[src/rtl/raydiv_pkg.sv]
// raydiv_pkg: shared definitions for the raydiv restoring divider.
//   state_t       - FSM state encoding (IDLE / BUSY / DONE)
//   DEFAULT_WIDTH - default operand / result width in bits
package raydiv_pkg;

  typedef enum logic [1:0] {
    IDLE = 2'd0,
    BUSY = 2'd1,
    DONE = 2'd2
  } state_t;

  localparam int DEFAULT_WIDTH = 8;

endpackage

[src/rtl/raydiv_step.sv]
// raydiv_step: one combinational restoring-division step.
// The partial remainder is shifted left by one, the next dividend bit is
// brought in, and the divisor is subtracted when it fits.
// Ports:
//   rem_in  [WIDTH:0]   - partial remainder before this step
//   dvd_bit             - next dividend bit (MSB first)
//   divisor [WIDTH-1:0] - captured divisor
//   rem_out [WIDTH:0]   - partial remainder after this step
//   q_bit               - quotient bit produced by this step
module raydiv_step import raydiv_pkg::*; #(
  parameter int WIDTH = DEFAULT_WIDTH
) (
  input  logic [WIDTH:0]   rem_in,
  input  logic             dvd_bit,
  input  logic [WIDTH-1:0] divisor,
  output logic [WIDTH:0]   rem_out,
  output logic             q_bit
);

  logic [WIDTH:0] shifted;
  logic [WIDTH:0] div_ext;
  logic           fits;

  assign shifted = {rem_in[WIDTH-1:0], dvd_bit};
  assign div_ext = {1'b0, divisor};
  // A set top bit before the shift means the shifted value exceeds any
  // WIDTH-bit divisor; with a reduced remainder it never happens, but it
  // keeps the step correct for any input.
  assign fits    = rem_in[WIDTH] | (shifted >= div_ext);
  assign rem_out = fits ? (shifted - div_ext) : shifted;
  assign q_bit   = fits;

endmodule

[src/rtl/raydiv.sv]
// raydiv: sequential unsigned restoring divider, one quotient bit per cycle.
// Ports:
//   clk, rst_n          - clock (rising edge), asynchronous active-low reset
//   in_valid/in_ready   - operand handshake (prod = dividend, in1 = divisor)
//   out_valid/out_ready - result handshake (in2 = quotient, rem = remainder,
//                         div_zero = accepted divisor was zero)
//   state               - current FSM state, for debug visibility
// Handshakes: a transfer happens on a rising edge where valid and ready are
// both 1. in_ready is 1 only in IDLE, out_valid only in DONE; results stay
// stable while out_valid is high and out_ready is low.
module raydiv import raydiv_pkg::*; #(
  parameter int WIDTH = DEFAULT_WIDTH
) (
  input  logic             clk,
  input  logic             rst_n,
  input  logic             in_valid,
  output logic             in_ready,
  input  logic [WIDTH-1:0] prod,
  input  logic [WIDTH-1:0] in1,
  output logic             out_valid,
  input  logic             out_ready,
  output logic [WIDTH-1:0] in2,
  output logic [WIDTH-1:0] rem,
  output logic             div_zero,
  output logic [1:0]       state
);

  localparam int CW = $clog2(WIDTH + 1);

  state_t           cur_state;
  state_t           nxt_state;
  logic [WIDTH-1:0] dvd;       // dividend shifting out, quotient shifting in
  logic [WIDTH-1:0] dsr;       // captured divisor
  logic [WIDTH:0]   preg;      // partial remainder
  logic [WIDTH:0]   preg_nxt;
  logic [CW-1:0]    cnt;
  logic             q_bit;
  logic             last_step;
  logic             accept;
  logic [WIDTH-1:0] in2_r;
  logic [WIDTH-1:0] rem_r;
  logic             dz_r;

  assign accept    = in_valid && in_ready;
  assign last_step = (cnt == CW'(WIDTH - 1));

  raydiv_step #(.WIDTH(WIDTH)) u_step (
    .rem_in  (preg),
    .dvd_bit (dvd[WIDTH-1]),
    .divisor (dsr),
    .rem_out (preg_nxt),
    .q_bit   (q_bit)
  );

  // State register
  always_ff @(posedge clk or negedge rst_n) begin
    if (!rst_n) cur_state <= IDLE;
    else        cur_state <= nxt_state;
  end

  // Next-state logic
  always_comb begin
    nxt_state = cur_state;
    case (cur_state)
      IDLE: if (in_valid) nxt_state = (in1 == '0) ? DONE : BUSY;
      BUSY: if (last_step) nxt_state = DONE;
      DONE: if (out_ready) nxt_state = IDLE;
      default: nxt_state = IDLE;
    endcase
  end

  // Output logic
  always_comb begin
    in_ready  = 1'b0;
    out_valid = 1'b0;
    case (cur_state)
      IDLE:    in_ready  = 1'b1;
      DONE:    out_valid = 1'b1;
      default: ;
    endcase
  end

  // Datapath: capture on accept, iterate in BUSY, hold otherwise.
  always_ff @(posedge clk or negedge rst_n) begin
    if (!rst_n) begin
      dvd   <= '0;
      dsr   <= '0;
      preg  <= '0;
      cnt   <= '0;
      in2_r <= '0;
      rem_r <= '0;
      dz_r  <= 1'b0;
    end else if (accept) begin
      dvd  <= prod;
      dsr  <= in1;
      preg <= '0;
      cnt  <= '0;
      if (in1 == '0) begin
        in2_r <= '1;
        rem_r <= prod;
        dz_r  <= 1'b1;
      end else begin
        dz_r  <= 1'b0;
      end
    end else if (cur_state == BUSY) begin
      dvd  <= {dvd[WIDTH-2:0], q_bit};
      preg <= preg_nxt;
      cnt  <= cnt + 1'b1;
      if (last_step) begin
        in2_r <= {dvd[WIDTH-2:0], q_bit};
        // The reduced remainder is below the divisor, so its top bit is 0.
        rem_r <= preg_nxt[WIDTH-1:0];
      end
    end
  end

  assign in2      = in2_r;
  assign rem      = rem_r;
  assign div_zero = dz_r;
  assign state    = cur_state;

endmodule

[config.mk]
export PLATFORM = sky130hd
export DESIGN_NAME = raydiv
export DESIGN_NICKNAME = d
export VERILOG_FILES = /design/src/rtl/raydiv_pkg.sv /design/src/rtl/raydiv_step.sv /design/src/rtl/raydiv.sv
export SDC_FILE = /design/constraint.sdc
export NUM_CORES = 1
export LEC_CHECK = 0
export ABC_CLOCK_PERIOD_IN_PS = 2000
export CAP_MARGIN = 20
export CELL_PAD_IN_SITES_DETAIL_PLACEMENT = 0
export CELL_PAD_IN_SITES_GLOBAL_PLACEMENT = 1
export CORE_MARGIN = 5
export CORE_UTILIZATION = 38
export CTS_BUF_LIST = sky130_fd_sc_hd__clkbuf_8
export DETAILED_ROUTE_END_ITERATION = 7
export PLACE_DENSITY_LB_ADDON = 0.05
export SLEW_MARGIN = 10
export SYNTH_ARGS = -nofsm -noshare
export SYNTH_HDL_FRONTEND = slang
export SYNTH_SLANG_ARGS = --single-unit
[constraint.sdc]
create_clock -name clk -period 2 [get_ports clk]
set_input_delay 0.2 -clock clk [delete_from_list [all_inputs] [get_ports clk]]
set_output_delay 0.2 -clock clk [all_outputs]
set_load 0.005 [all_outputs]
==> results.yml <==
outcome:
  status: "completed"
detailed_routing:
  route.met2.wl_um: 3557
  via_count: 2374
  routed_wl_um: 7458
  dr.pass1.iters: 4
  drt-met1-wl_um: 3558
  postRouteAntennaNets: 0
  drt-initial-drc-count: 95
  drc: 0
  wl_per_cell_um: 17.30
  viasPerCell: 5.508
  top_layer: "met4"
  wl_met3_um: 289
grt:
  grt_pass1_vias: 2402
  track_usage: 0.1782
  antenna_found_initial: 0
  grt_max_degree: 28
  grt_pass1_wl_um: 12190
  overflow: 0
final_layout:
  final_cells: 431
  drive_gt1_frac: 0.2251
  n_fill_cell: 617
  layout_common_cells: "dfrtp_1 (47), nand2_1 (45), clkdlybuf4s50_1 (39)"
  layout_commonest_cell: "dfrtp_1"
  antennaDiodeCount: 0
  area_delta_synth_final_pct: 38.33
  fin_nets: 380
min_path:
  min_path_type: "primary input to asynchronous set/reset pin"
die:
  core_um2: 6756
  std_cell_rows: 30
  dieArea_um2: 8707
  ios: 41
  fp.dieH_um: 93.31
  start_util: 0.3904
  die_x_um: 93.31
placement:
  placedCellCount: 418
  portBuffers: 40
  globalplace.congestion: 0.8543
  hpwl_um: 5438
timing:
  fmax_ghz: 0.5223
  fin_skew_ns: 0.009230
  slew_headroom: 0.6546
  report.final.slew_viol_count: 0
  final.period_utilization: 0.9574
  tightest_slew_ns: 0.5181
  final-setup-viol-count: 0
  rsz0062_at_grt: "true"
  period_needed_ns: 1.915
  hold_viol_final: 0
power_and_ir_drop:
  power_leakage_nw: 1.524
  power_density_nw_per_um2: 2062
  peakVddDrop_mv: 1.160
  total_power_mw: 7.523
cts:
  htree_levels: 2
  cts_max_path_buffers: 2
  cts_root_buffer: "clkbuf_8"
  path_clk_slew_ns: 0.10
  clock_sinks: 48
  clock_latency_ns: 0.31
  cts_buffers: 5
  cts_tree: "built"
logic_synthesis:
  synth_top_area_share: 0.4554
  synth-async-reset-ratio: 1.000
  yosysUniqueCellTypes: 47
  yosysSeqAreaShare: 0.4554
  yosys_warnings: 0
  ys_ff_latch: 48
  synth_edf_count: 0
  synth.avg_cell_area_um2: 9.386
  synth_area_leaders: "dfrtp_1 (46%), nand2_1 (6.4%), o21ai_0 (6.3%), ha_1 (4.3%), a22oi_1 (2.8%)"
  syn_inst: 281
  synth_flop_cell: "dfrtp_1"
  yosysTopAreaCell: "dfrtp_1"
  syn_area_um2: 2638
  syn_nets: 311
critical_path:
  crit_type: "register to register"
  slowest_delay_ns: 0.43
  worstPathArrival_ns: 2.14
  end_kind: "register"
  crit_slowest_cell: "a2111o_1"
  cp-start-kind: "register"
  crit_chain: "inv_2 -> ha_4 -> a2111o_1 -> o211ai_4 -> buf_12 -> nand3_2 -> a31oi_2"
  crit_fanout: 7
  required_ns: 2.23
job:
  max-cap-violations: 0
[per-layer routing]
layer  up-vias  track usage
li1       1165            -
met1      1163       0.2515
met2        41       0.2811
met3         5      0.03942
met4         0      0.03541
met5         -            0
[worst paths after layout]
kind	from	to	slack, ns	cells past startpoint
setup / recovery	dsr[6]$_DFFE_PN0P_	preg[5]$_DFFE_PN0P_	0.09	7
hold / removal	rst_n	dsr[2]$_DFFE_PN0P_	0.39	2
setup reg to reg	dsr[6]$_DFFE_PN0P_	preg[5]$_DFFE_PN0P_	0.09	7
hold reg to reg	div_zero$_DFFE_PN0P_	div_zero$_DFFE_PN0P_	0.48	2
max in group asynchronous	rst_n	in2[0]$_DFFE_PN0P_	1.08	3
min in group clk	out_ready	state[1]$_DFFE_PN0P_	0.46	3
[state kept, by name, summed over array words and instances (netlist names)]
signal    cells
cnt           4
div_zero      1
dsr           8
dvd           8
in2           8
preg          9
rem           8
state         2
[critical path: cells and delay by family, from the launching register on]
| kind | cells | cell delay [ns] |
|---|---|---|
| fa+ha+maj | 1 | 0.22 |
| buf+inv | 2 | 0.24 |
| flops | 1 | 0.38 |
| compound gates | 3 | 0.91 |
| simple gates | 1 | 0.09 |
[synth_stat cells (4+ instances only)]
cell	n
a211oi_1	4
a21oi_1	7
a22oi_1	10
a31oi_1	12
clkbuf_1	6
dfrtp_1	48
ha_1	9
inv_1	12
nand2_1	45
nand3_1	11
nand3_2	5
nor2_1	9
nor2b_1	4
nor3_1	6
nor4_1	5
o21ai_0	33
o22ai_1	10
[through the flow]
| step | worst slack [ns] | hold slack, ns | util | TNS (ns) | instance area (um^2) |
|---|---|---|---|---|---|
| finish | 0.08526 | 0.3875 | 0.5400 | 0 | 3649 |
| global route | -0.03547 | 0.4207 | 0.5400 | -0.08435 | 3649 |
| CTS | 0.02332 | 0.4090 | 0.5141 | 0 | 3473 |
| detailed placement | -0.02542 | 0.2064 | 0.4907 | -0.05640 | 3316 |
| global placement | -0.01186 | 0.2110 | 0.4907 | -0.01186 | 3316 |
| floorplan | 0.1360 | -0.09559 | - | 0 | 2638 |
[logic make-up after synthesis]
logic type / Yosys count / synth area share
adders and majority gates: 10 / 0.05029
DFF: 48 / 0.4554
xor gates and xnor gates: 4 / 0.01329
and+or+nand+nor: 98 / 0.1916
muxes: 2 / 0.008064
buffers and inverters: 25 / 0.04743
AOI/OAI and AO/OA: 94 / 0.2339
[timing repair]
| action | in CTS | in global routing |
|---|---|---|
| hold endpoints to repair | 21 | 0 |
| gates resized for setup | 2 | 22 |
| hold buffers | 1 | 0 |
| gates cloned | 0 | 1 |
| pin swaps | 2 | 5 |
| setup buffers | 0 | 3 |
| setup endpoints to repair | 4 | 18 |
[power by group]
group          switching (mW)  internal, mW  total [mW]
Clock                   0.364         0.504       0.867
Sequential              0.330          1.44        1.77
Combinational            2.42          2.46        4.88
Total                    3.12          4.41        7.52
[area by class of cell]
cell class / count / area, um^2 / area share
clock inverter: 3 / 68.82 / 0.01886
inverter: 12 / 45.04 / 0.01235
multi-input combinational: 208 / 1448 / 0.3968
timing repair buffer: 75 / 715.7 / 0.1962
clock buffer: 5 / 68.82 / 0.01886
tap: 80 / 100.1 / 0.02743
sequential: 48 / 1202 / 0.3296
(Power assumes the default switching activity.)
